==> config.mk <==
export PLATFORM = sky130hd
export DESIGN_NAME = arb_req_queue
export DESIGN_NICKNAME = d
export VERILOG_FILES = /design/src/rtl/arb_req_queue.sv
export SDC_FILE = /design/constraint.sdc
export NUM_CORES = 1
export LEC_CHECK = 0
export BUFFER_PORTS_ARGS = -buffer_cell sky130_fd_sc_hd__buf_4
export CORE_MARGIN = 8
export CORE_UTILIZATION = 63
export DETAILED_ROUTE_END_ITERATION = 6
export PLACE_DENSITY = 0.92
export REMOVE_ABC_BUFFERS = 1
export SLEW_MARGIN = 25
export SYNTH_ARGS = -nofsm -noshare
export SYNTH_HDL_FRONTEND = slang
export SYNTH_SLANG_ARGS = --single-unit
==> constraint.sdc <==
create_clock -name clk -period 3.5 [get_ports clk]
set_input_delay 0.35 -clock clk [delete_from_list [all_inputs] [get_ports clk]]
set_output_delay 0.35 -clock clk [all_outputs]
set_load 0.1 [all_outputs]
==> src/rtl/arb_req_queue.sv <==
// arb_req_queue: two client FIFOs feeding a 2-way arbiter, one pop per grant.
// Ports: clk, rst (sync, active-low), push0/data0/full0, push1/data1/full1,
//   request[1:0], grant[1:0], out_valid/out_data/out_src, err.
//   Define ARB_REQ_QUEUE_CHECK_EN to build the sticky grant-protocol checker.
module arb_req_queue #(
  parameter int DATA_W = 8,
  parameter int DEPTH  = 4
) (
  input  logic              clk,
  input  logic              rst,
  input  logic              push0,
  input  logic [DATA_W-1:0] data0,
  output logic              full0,
  input  logic              push1,
  input  logic [DATA_W-1:0] data1,
  output logic              full1,
  output logic [1:0]        request,
  input  logic [1:0]        grant,
  output logic              out_valid,
  output logic [DATA_W-1:0] out_data,
  output logic              out_src,
  output logic              err
);

  localparam int AW = $clog2(DEPTH);
  localparam logic [AW:0] FULL_CNT = (AW+1)'(DEPTH);

  typedef enum logic [1:0] {
    IDLE,
    REQ,
    XFER
  } state_t;

  state_t            state    [2];
  state_t            state_nx [2];
  logic [AW-1:0]     wp       [2];
  logic [AW-1:0]     rp       [2];
  logic [AW:0]       cnt      [2];
  logic [AW:0]       cnt_nx   [2];
  logic [DATA_W-1:0] mem      [2][DEPTH];
  logic [DATA_W-1:0] din      [2];
  logic [1:0]        push;
  logic [1:0]        full;
  logic [1:0]        push_ok;
  logic [1:0]        pop;

  assign din[0] = data0;
  assign din[1] = data1;
  assign push   = {push1, push0};
  assign full0  = full[0];
  assign full1  = full[1];

  // client 0 wins a double grant when both are requesting
  always_comb begin
    pop[0]  = (state[0] == REQ) && grant[0];
    pop[1]  = (state[1] == REQ) && grant[1] &&
              !((state[0] == REQ) && grant[0]);
    // full is the pre-edge count, so a same-cycle pop never frees a slot
    push_ok = push & ~full;
  end

  always_comb begin
    for (int i = 0; i < 2; i++) begin
      cnt_nx[i]   = cnt[i] + (AW+1)'(push_ok[i])
                           - (AW+1)'(pop[i]);
      state_nx[i] = state[i];
      unique case (state[i])
        IDLE: if (cnt[i] != '0) state_nx[i] = REQ;
        REQ:  if (pop[i]) state_nx[i] = XFER;
        XFER: state_nx[i] = (cnt[i] != '0) ? REQ : IDLE;
        default: state_nx[i] = IDLE;
      endcase
    end
  end

  always_ff @(posedge clk) begin
    if (!rst) begin
      for (int i = 0; i < 2; i++) begin
        state[i] <= IDLE;
        wp[i]    <= '0;
        rp[i]    <= '0;
        cnt[i]   <= '0;
      end
      full      <= '0;
      request   <= '0;
      out_valid <= 1'b0;
      out_data  <= '0;
      out_src   <= 1'b0;
    end else begin
      for (int i = 0; i < 2; i++) begin
        state[i]   <= state_nx[i];
        cnt[i]     <= cnt_nx[i];
        full[i]    <= (cnt_nx[i] == FULL_CNT);
        request[i] <= (state_nx[i] == REQ);
        if (push_ok[i]) wp[i] <= wp[i] + AW'(1);
        if (pop[i])     rp[i] <= rp[i] + AW'(1);
      end
      out_valid <= |pop;
      if (pop[0]) begin
        out_data <= mem[0][rp[0]];
        out_src  <= 1'b0;
      end else if (pop[1]) begin
        out_data <= mem[1][rp[1]];
        out_src  <= 1'b1;
      end
    end
  end

  always_ff @(posedge clk) begin
    for (int i = 0; i < 2; i++) begin
      if (push_ok[i]) mem[i][wp[i]] <= din[i];
    end
  end

`ifdef ARB_REQ_QUEUE_CHECK_EN
  // request mirrors the REQ state, so it is the grant-legality reference
  always_ff @(posedge clk) begin
    if (!rst) err <= 1'b0;
    else if ((grant == 2'b11) || ((grant & ~request) != 2'b00))
      err <= 1'b1;
  end
`else
  assign err = 1'b0;
`endif

endmodule

==> results of run 1 <==
## cell families after synthesis
kind of cell	share of synthesized area, %
xor gates and xnor gates	1.35
other	0.0960
and+or+nand+nor	7.24
DFF	67.7
muxes	10.0
adders and majority gates	4.55
buffers and inverters	3.43
AOI/OAI and AO/OA	5.67
## registers in the layout (all words and copies together), names as in the netlist
signal / count
mem: 64
out_data: 8
cnt: 6
rp: 4
state: 4
wp: 4
full: 2
request: 2
out_src: 1
out_valid: 1
## metrics by stage
stage	setup WS [ps]	area, um^2
5_1_grt	865	4370
3_5_place_dp	948	4180
2_1_floorplan	1230	3820
4_1_cts	994	4370
6_report	980	4370
3_3_place_gp	1160	4180
## power breakdown
group | total, mW | switching, mW | internal (mW)
Combinational | 1.12 | 0.762 | 0.355
Clock | 0.701 | 0.371 | 0.330
Sequential | 1.62 | 0.146 | 1.47
Total | 3.43 | 1.28 | 2.15
## cell usage in the layout, fill, tap and decap left out, types with 2 or more instances in the layout
master,instances
mux2_2,8
and3b_1,2
edfxtp_1,72
nand3b_1,2
mux2_4,8
o221ai_2,2
inv_1,13
and2_1,12
o221ai_1,6
buf_4,35
clkbuf_8,9
ha_1,11
mux4_2,8
o41ai_1,2
fa_1,2
clkinv_2,2
xnor2_1,6
nor2b_1,2
nor2_1,17
nand2b_1,3
nor4_1,2
nand2_1,11
a21oi_1,18
o21ai_0,3
clkinvlp_4,3
dfxtp_1,24
## layout make-up
type / instances / area (um^2)
Timing Repair Buffer: 35 / 263
Multi-Input combinational cell: 130 / 1130
Sequential cell: 96 / 2640
Clock buffer: 9 / 124
Fill cell: 389 / 1580
Tap cell: 75 / 93.8
Inverter: 13 / 48.8
Clock inverter: 7 / 71.3
## worst max path at each step
stage,end,slack (ps),depth (start not counted)
2_1_floorplan,full[1]$_SDFF_PN0_,1230,6
3_3_place_gp,full[1]$_SDFF_PN0_,1160,10
3_5_place_dp,full[1]$_SDFF_PN0_,950,10
4_1_cts,full[1]$_SDFF_PN0_,990,9
5_1_grt,full[1]$_SDFF_PN0_,870,9
6_report,full[1]$_SDFF_PN0_,980,9
## cell usage after synthesis (all sizes together), types with 2 or more instances
master,n,area (um^2)
edfxtp,72,2160
dfxtp,24,480
a21oi,18,90.1
nor2,17,63.8
mux2,16,210
inv,13,48.8
and2,12,75.1
ha,11,138
nand2,11,41.3
mux4,8,180
o221ai,8,82.6
buf,7,67.6
xnor2,6,52.6
clkbuf,4,17.5
o21ai,4,23.8
nand2b,3,18.8
and3b,2,17.5
fa,2,40.0
nand3b,2,15.0
nor2b,2,12.5
nor4,2,12.5
o41ai,2,17.5
## per-layer routing
| metal | wire, um | share of wire [%] | global-route usage, % |
|---|---|---|---|
| met1 | 2910 | 41 | 20.2 |
| met5 | 0 | 0 | 0 |
| met2 | 3690 | 52 | 28.6 |
| met3 | 341 | 4.8 | 3.49 |
| met4 | 155 | 2.2 | 10.0 |
==> impl_metrics.env, run 1 <==
export IMPL_place_hpwl_um=5220
export IMPL_endpoint_kind="register"
export IMPL_pin_count=37
export IMPL_synth_edf_count=72
export IMPL_grt_max_degree=21
export IMPL_cts_sinks=96
export IMPL_max_freq_ghz=0.397
export IMPL_start_util_pct=65.6
export IMPL_leakage_nw=1.62
export IMPL_syn_area_um2=3900
export IMPL_fin_util_pct=73.4
export IMPL_critPathTopFamily="adder cells"
export IMPL_cp_required_ps=3760
export IMPL_synth_cells=250
export IMPL_synthFlopType="edfxtp_1"
export IMPL_drcViolationCount=0
export IMPL_path_max_fanout=12
export IMPL_min_to="mem[0][56]$_DFFE_PP_"
export IMPL_hold_viol_final=0
export IMPL_worstHoldStart="data1[0]"
export IMPL_tns_ps=0
export IMPL_relSlewSlack_pct=42.3
export IMPL_ff2ff_setup_slack_ps=980
export IMPL_wl_um=7090
export IMPL_crit_path_top_delay_cell="and3b_1"
export IMPL_clock_latency_ps=350
export IMPL_cp_buffers_inverters=1
export IMPL_startpoint="state[0][0]$_SDFF_PN0_"
export IMPL_fin_nets=320
export IMPL_antenna_cells=0
export IMPL_gp_congestion=0.837
export IMPL_htreeDepth=3
export IMPL_grt_ovfl_total=0
export IMPL_track_usage_pct=17.1
export IMPL_postCtsSetupBuffers=0
export IMPL_hold_path_class="in -> reg"
export IMPL_hold_depth=1
export IMPL_cts_root_buf="clkbuf_8"
export IMPL_slew_viol_final=0
export IMPL_grt_pass1_wl_um=11400
export IMPL_vias_per_cell=5.72
export IMPL_ir_drop_mv=0.696
export IMPL_final_cells=365
export IMPL_post_route_period_util_pct=72.0
export IMPL_cts_tree="built"
export IMPL_numPortBuffers=35
export IMPL_power_density_nw_per_um2=785
export IMPL_area_delta_synth_final_pct=12.0
export IMPL_regToRegStartpoint="state[0][0]$_SDFF_PN0_"
export IMPL_clkTransAtPathRegs_ps=90
export IMPL_ant_nets=0
export IMPL_rows=28
export IMPL_drive_above_1_share_pct=27.2
export IMPL_status="finished, final reports clean"
export IMPL_ys_async_sr_fraction_pct=0
export IMPL_cts_path_max_buffers=2
export IMPL_finalPower_mw=3.43
export IMPL_max_cap_viol_count=0
export IMPL_place_inst=349
export IMPL_skew_ps=9.59
export IMPL_synth_cell_types=33
export IMPL_cts_buffers=9
export IMPL_cp_data_arrival_time_ps=2780
export IMPL_rr_worst_depth=9
export IMPL_yosys_warnings=0
export IMPL_rsz0062_at_grt="no"
export IMPL_core_um2=5960
export IMPL_finalSetupViolCount=0
export IMPL_crit_path_cell_trace="and3b_1 > nor2_1 > ha_1 > inv_1 > ha_1 > fa_1 > xnor2_1 > xnor2_1 > nor4_1"
export IMPL_yosysSeqAreaShare_pct=67.7
export IMPL_worst_path_largest_cell_delay_ps=480
export IMPL_vias=2088
export IMPL_critPathLaunchType="register"
export IMPL_ctsHoldBuffers=0
export IMPL_drtIter0Drc=132
export IMPL_worst_slew_pin_slew_ps=865
export IMPL_firstDrtPassIters=4
export IMPL_grt_antenna_before_repair=0
export IMPL_die_x_um=94.7
export IMPL_holdWs_ps=188
export IMPL_wl_per_cell_um=19.4
export IMPL_fp_dieH_um=94.7
export IMPL_cts_resized_gates=0
export IMPL_dieArea_um2=8970
export IMPL_synth_seq_cells=96
export IMPL_fin_crit_ps=2520
export IMPL_first_global_vias=2300
export IMPL_crit_type="reg -> reg"
export IMPL_reg2reg_to="full[1]$_SDFF_PN0_"
export IMPL_syn_area_per_cell_um2=15.6
Power figures use the tool's default switching activity.
==> inputs of run 2 (changes only) <==
--- a/config.mk
+++ b/config.mk
@@ -7,9 +7,9 @@
 export LEC_CHECK = 0
 export BUFFER_PORTS_ARGS = -buffer_cell sky130_fd_sc_hd__buf_4
 export CORE_MARGIN = 8
-export CORE_UTILIZATION = 63
+export CORE_UTILIZATION = 53
 export DETAILED_ROUTE_END_ITERATION = 6
-export PLACE_DENSITY = 0.92
+export PLACE_DENSITY = 0.83
 export REMOVE_ABC_BUFFERS = 1
 export SLEW_MARGIN = 25
 export SYNTH_ARGS = -nofsm -noshare
==> constraint.sdc (replaced) <==
create_clock -name clk -period 2 [get_ports clk]
set_input_delay 0.2 -clock clk [delete_from_list [all_inputs] [get_ports clk]]
set_output_delay 0.2 -clock clk [all_outputs]
set_load 0.1 [all_outputs]
==> impl_metrics.env, run 2 (same netlist as run 1, synthesis figures left out) <==
export IMPL_swShare_pct=37.5
export IMPL_wl_per_cell_um=17.7
export IMPL_rsz0062_at_grt="yes"
export IMPL_grt_ovfl_total=0
export IMPL_finalSetupViolCount=0
export IMPL_htreeDepth=3
export IMPL_slew_viol_final=0
export IMPL_layout_setup_ws_ps=30.3
export IMPL_core_um2=7180
export IMPL_vias=2143
export IMPL_clkTransAtPathRegs_ps=90
export IMPL_hold_path_class="in -> reg"
export IMPL_largest_register_ffs=64
export IMPL_area_delta_synth_final_pct=15.4
export IMPL_layout_common_cells="edfxtp_1 (72), buf_4 (45), dfxtp_1 (23)"
export IMPL_place_hpwl_um=4980
export IMPL_hold_viol_final=0
export IMPL_grt_max_degree=21
export IMPL_fp_dieH_um=102
export IMPL_max_freq_ghz=0.508
export IMPL_wirelength_met1_um=2870
export IMPL_wl_met2_um=3520
export IMPL_regToRegStartpoint="state[0][1]$_SDFF_PN0_"
export IMPL_ant_nets=0
export IMPL_reg2reg_to="full[1]$_SDFF_PN0_"
export IMPL_cp_data_arrival_time_ps=2230
export IMPL_post_route_period_util_pct=98.5
export IMPL_cts_root_buf="clkbuf_8"
export IMPL_highest_layer="met4"
export IMPL_worstHoldStart="data1[6]"
export IMPL_skew_ps=10.8
export IMPL_track_usage_pct=14.7
export IMPL_finalInstanceArea_um2=4510
export IMPL_rr_worst_depth=9
export IMPL_dp_slack_ps=-45.3
export IMPL_vias_per_cell=5.37
export IMPL_leakage_nw=1.69
export IMPL_tns_ps=0
export IMPL_numPortBuffers=35
export IMPL_power_frac_clock_pct=19.0
export IMPL_cts_path_max_buffers=2
export IMPL_fin_crit_ps=1970
export IMPL_fin_nets=330
export IMPL_cts_sinks=96
export IMPL_crit_type="reg -> reg"
export IMPL_antenna_cells=0
export IMPL_max_cap_viol_count=0
export IMPL_firstDrtPassIters=4
export IMPL_cts_buffers=9
export IMPL_critPathLaunchType="register"
export IMPL_clock_latency_ps=360
export IMPL_ir_drop_mv=1.02
export IMPL_drtIter0Drc=103
export IMPL_rows=31
export IMPL_min_to="mem[0][46]$_DFFE_PP_"
export IMPL_layout_commonest_cell="edfxtp_1"
export IMPL_gp_congestion=0.789
export IMPL_power_density_nw_per_um2=1350
export IMPL_path_max_fanout=2
export IMPL_wl_um=7050
export IMPL_holdWs_ps=43.0
export IMPL_endpoint_kind="register"
export IMPL_grt_pass1_wl_um=11300
export IMPL_worst_slew_pin_slew_ps=547
export IMPL_die_x_um=102
export IMPL_fillers=507
export IMPL_drcViolationCount=0
export IMPL_p_int_mw=3.80
export IMPL_relSlewSlack_pct=63.1
export IMPL_wl_met3_um=447
export IMPL_p_sw_mw=2.28
export IMPL_first_global_vias=2314
export IMPL_cp_required_ps=2260
export IMPL_ctsHoldBuffers=0
export IMPL_start_util_pct=54.4
export IMPL_fin_util_pct=62.8
export IMPL_seqPwrFrac_pct=45.5
export IMPL_ff2ff_setup_slack_ps=30
export IMPL_drive_above_1_share_pct=32.7
export IMPL_combPwrFrac_pct=35.5
export IMPL_pin_count=37
export IMPL_hold_depth=1
export IMPL_place_area_um2=4280
export IMPL_dieArea_um2=10400
export IMPL_grt_antenna_before_repair=0
export IMPL_cts_tree="built"
export IMPL_status="finished, final reports clean"
==> run 2: changes by cell type in the layout (fill, tap and decap cells not counted), sizes merged <==
cell,delta
clkinv,+1
clkinvlp,-3
inv,+2
clkbuf,+1
bufinv,-1
buf,+10
==> run 2: metrics by stage <==
step,instances,power (mW)
2_1_floorplan,239,4.31
3_3_place_gp,383,4.81
3_5_place_dp,383,4.88
4_1_cts,399,6.05
5_1_grt,399,6.37
6_report,399,6.08
==> run 2: timing repair <==
item                       CTS  global route
setup buffers                0             0
resized for setup            4             5
pin swaps                    1             1
setup endpoints to repair    2             3
==> run 2: final cells by class <==
type / count / area (um^2) / share of cell area (%)
clock buffer: 10 / 138 / 3.05
clock inverter: 6 / 41.3 / 0.916
inverter: 13 / 48.8 / 1.08
multi-input combinational: 130 / 1170 / 26.0
sequential: 96 / 2640 / 58.7
tap: 99 / 124 / 2.75
timing repair buffer: 45 / 338 / 7.50
==> run 2: how the worst max path moves through the flow <==
stage	cells after the start	from	slack, ps	end
6_report	9	state[0][1]$_SDFF_PN0_	30	full[1]$_SDFF_PN0_
4_1_cts	9	state[0][1]$_SDFF_PN0_	-20	full[0]$_SDFF_PN0_
3_5_place_dp	9	state[0][1]$_SDFF_PN0_	-50	full[0]$_SDFF_PN0_
2_1_floorplan	6	full[1]$_SDFF_PN0_	-270	full[1]$_SDFF_PN0_
5_1_grt	9	state[0][1]$_SDFF_PN0_	-50	full[1]$_SDFF_PN0_
3_3_place_gp	10	grant[0]	70	full[0]$_SDFF_PN0_
==> run 2: metal layers <==
metal / vias to the layer above / global-route usage (%)
li1: 1004 / -
met1: 1060 / 17.4
met2: 63 / 23.7
met3: 16 / 4.29
met4: 0 / 7.90
met5: - / 0
==> run 2: worst max-delay path, stage by stage (launching register included) <==
cell	delay (ps)
dfxtp_2	320
and3b_1	220
nor2_1	60
ha_1	270
inv_1	40
ha_2	170
fa_2	350
xnor2_2	150
xnor2_2	150
nor4_2	150
==> run 2: power groups by stage <==
stage / Sequential (mW) / Combinational, mW / Clock [mW]
after floorplan: 3.49 / 0.818 / 0
final: 2.76 / 2.16 / 1.15
after global placement: 2.78 / 2.03 / 0
after CTS: 2.76 / 2.12 / 1.17
after detailed placement: 2.80 / 2.08 / 0
after global routing: 2.80 / 2.32 / 1.25
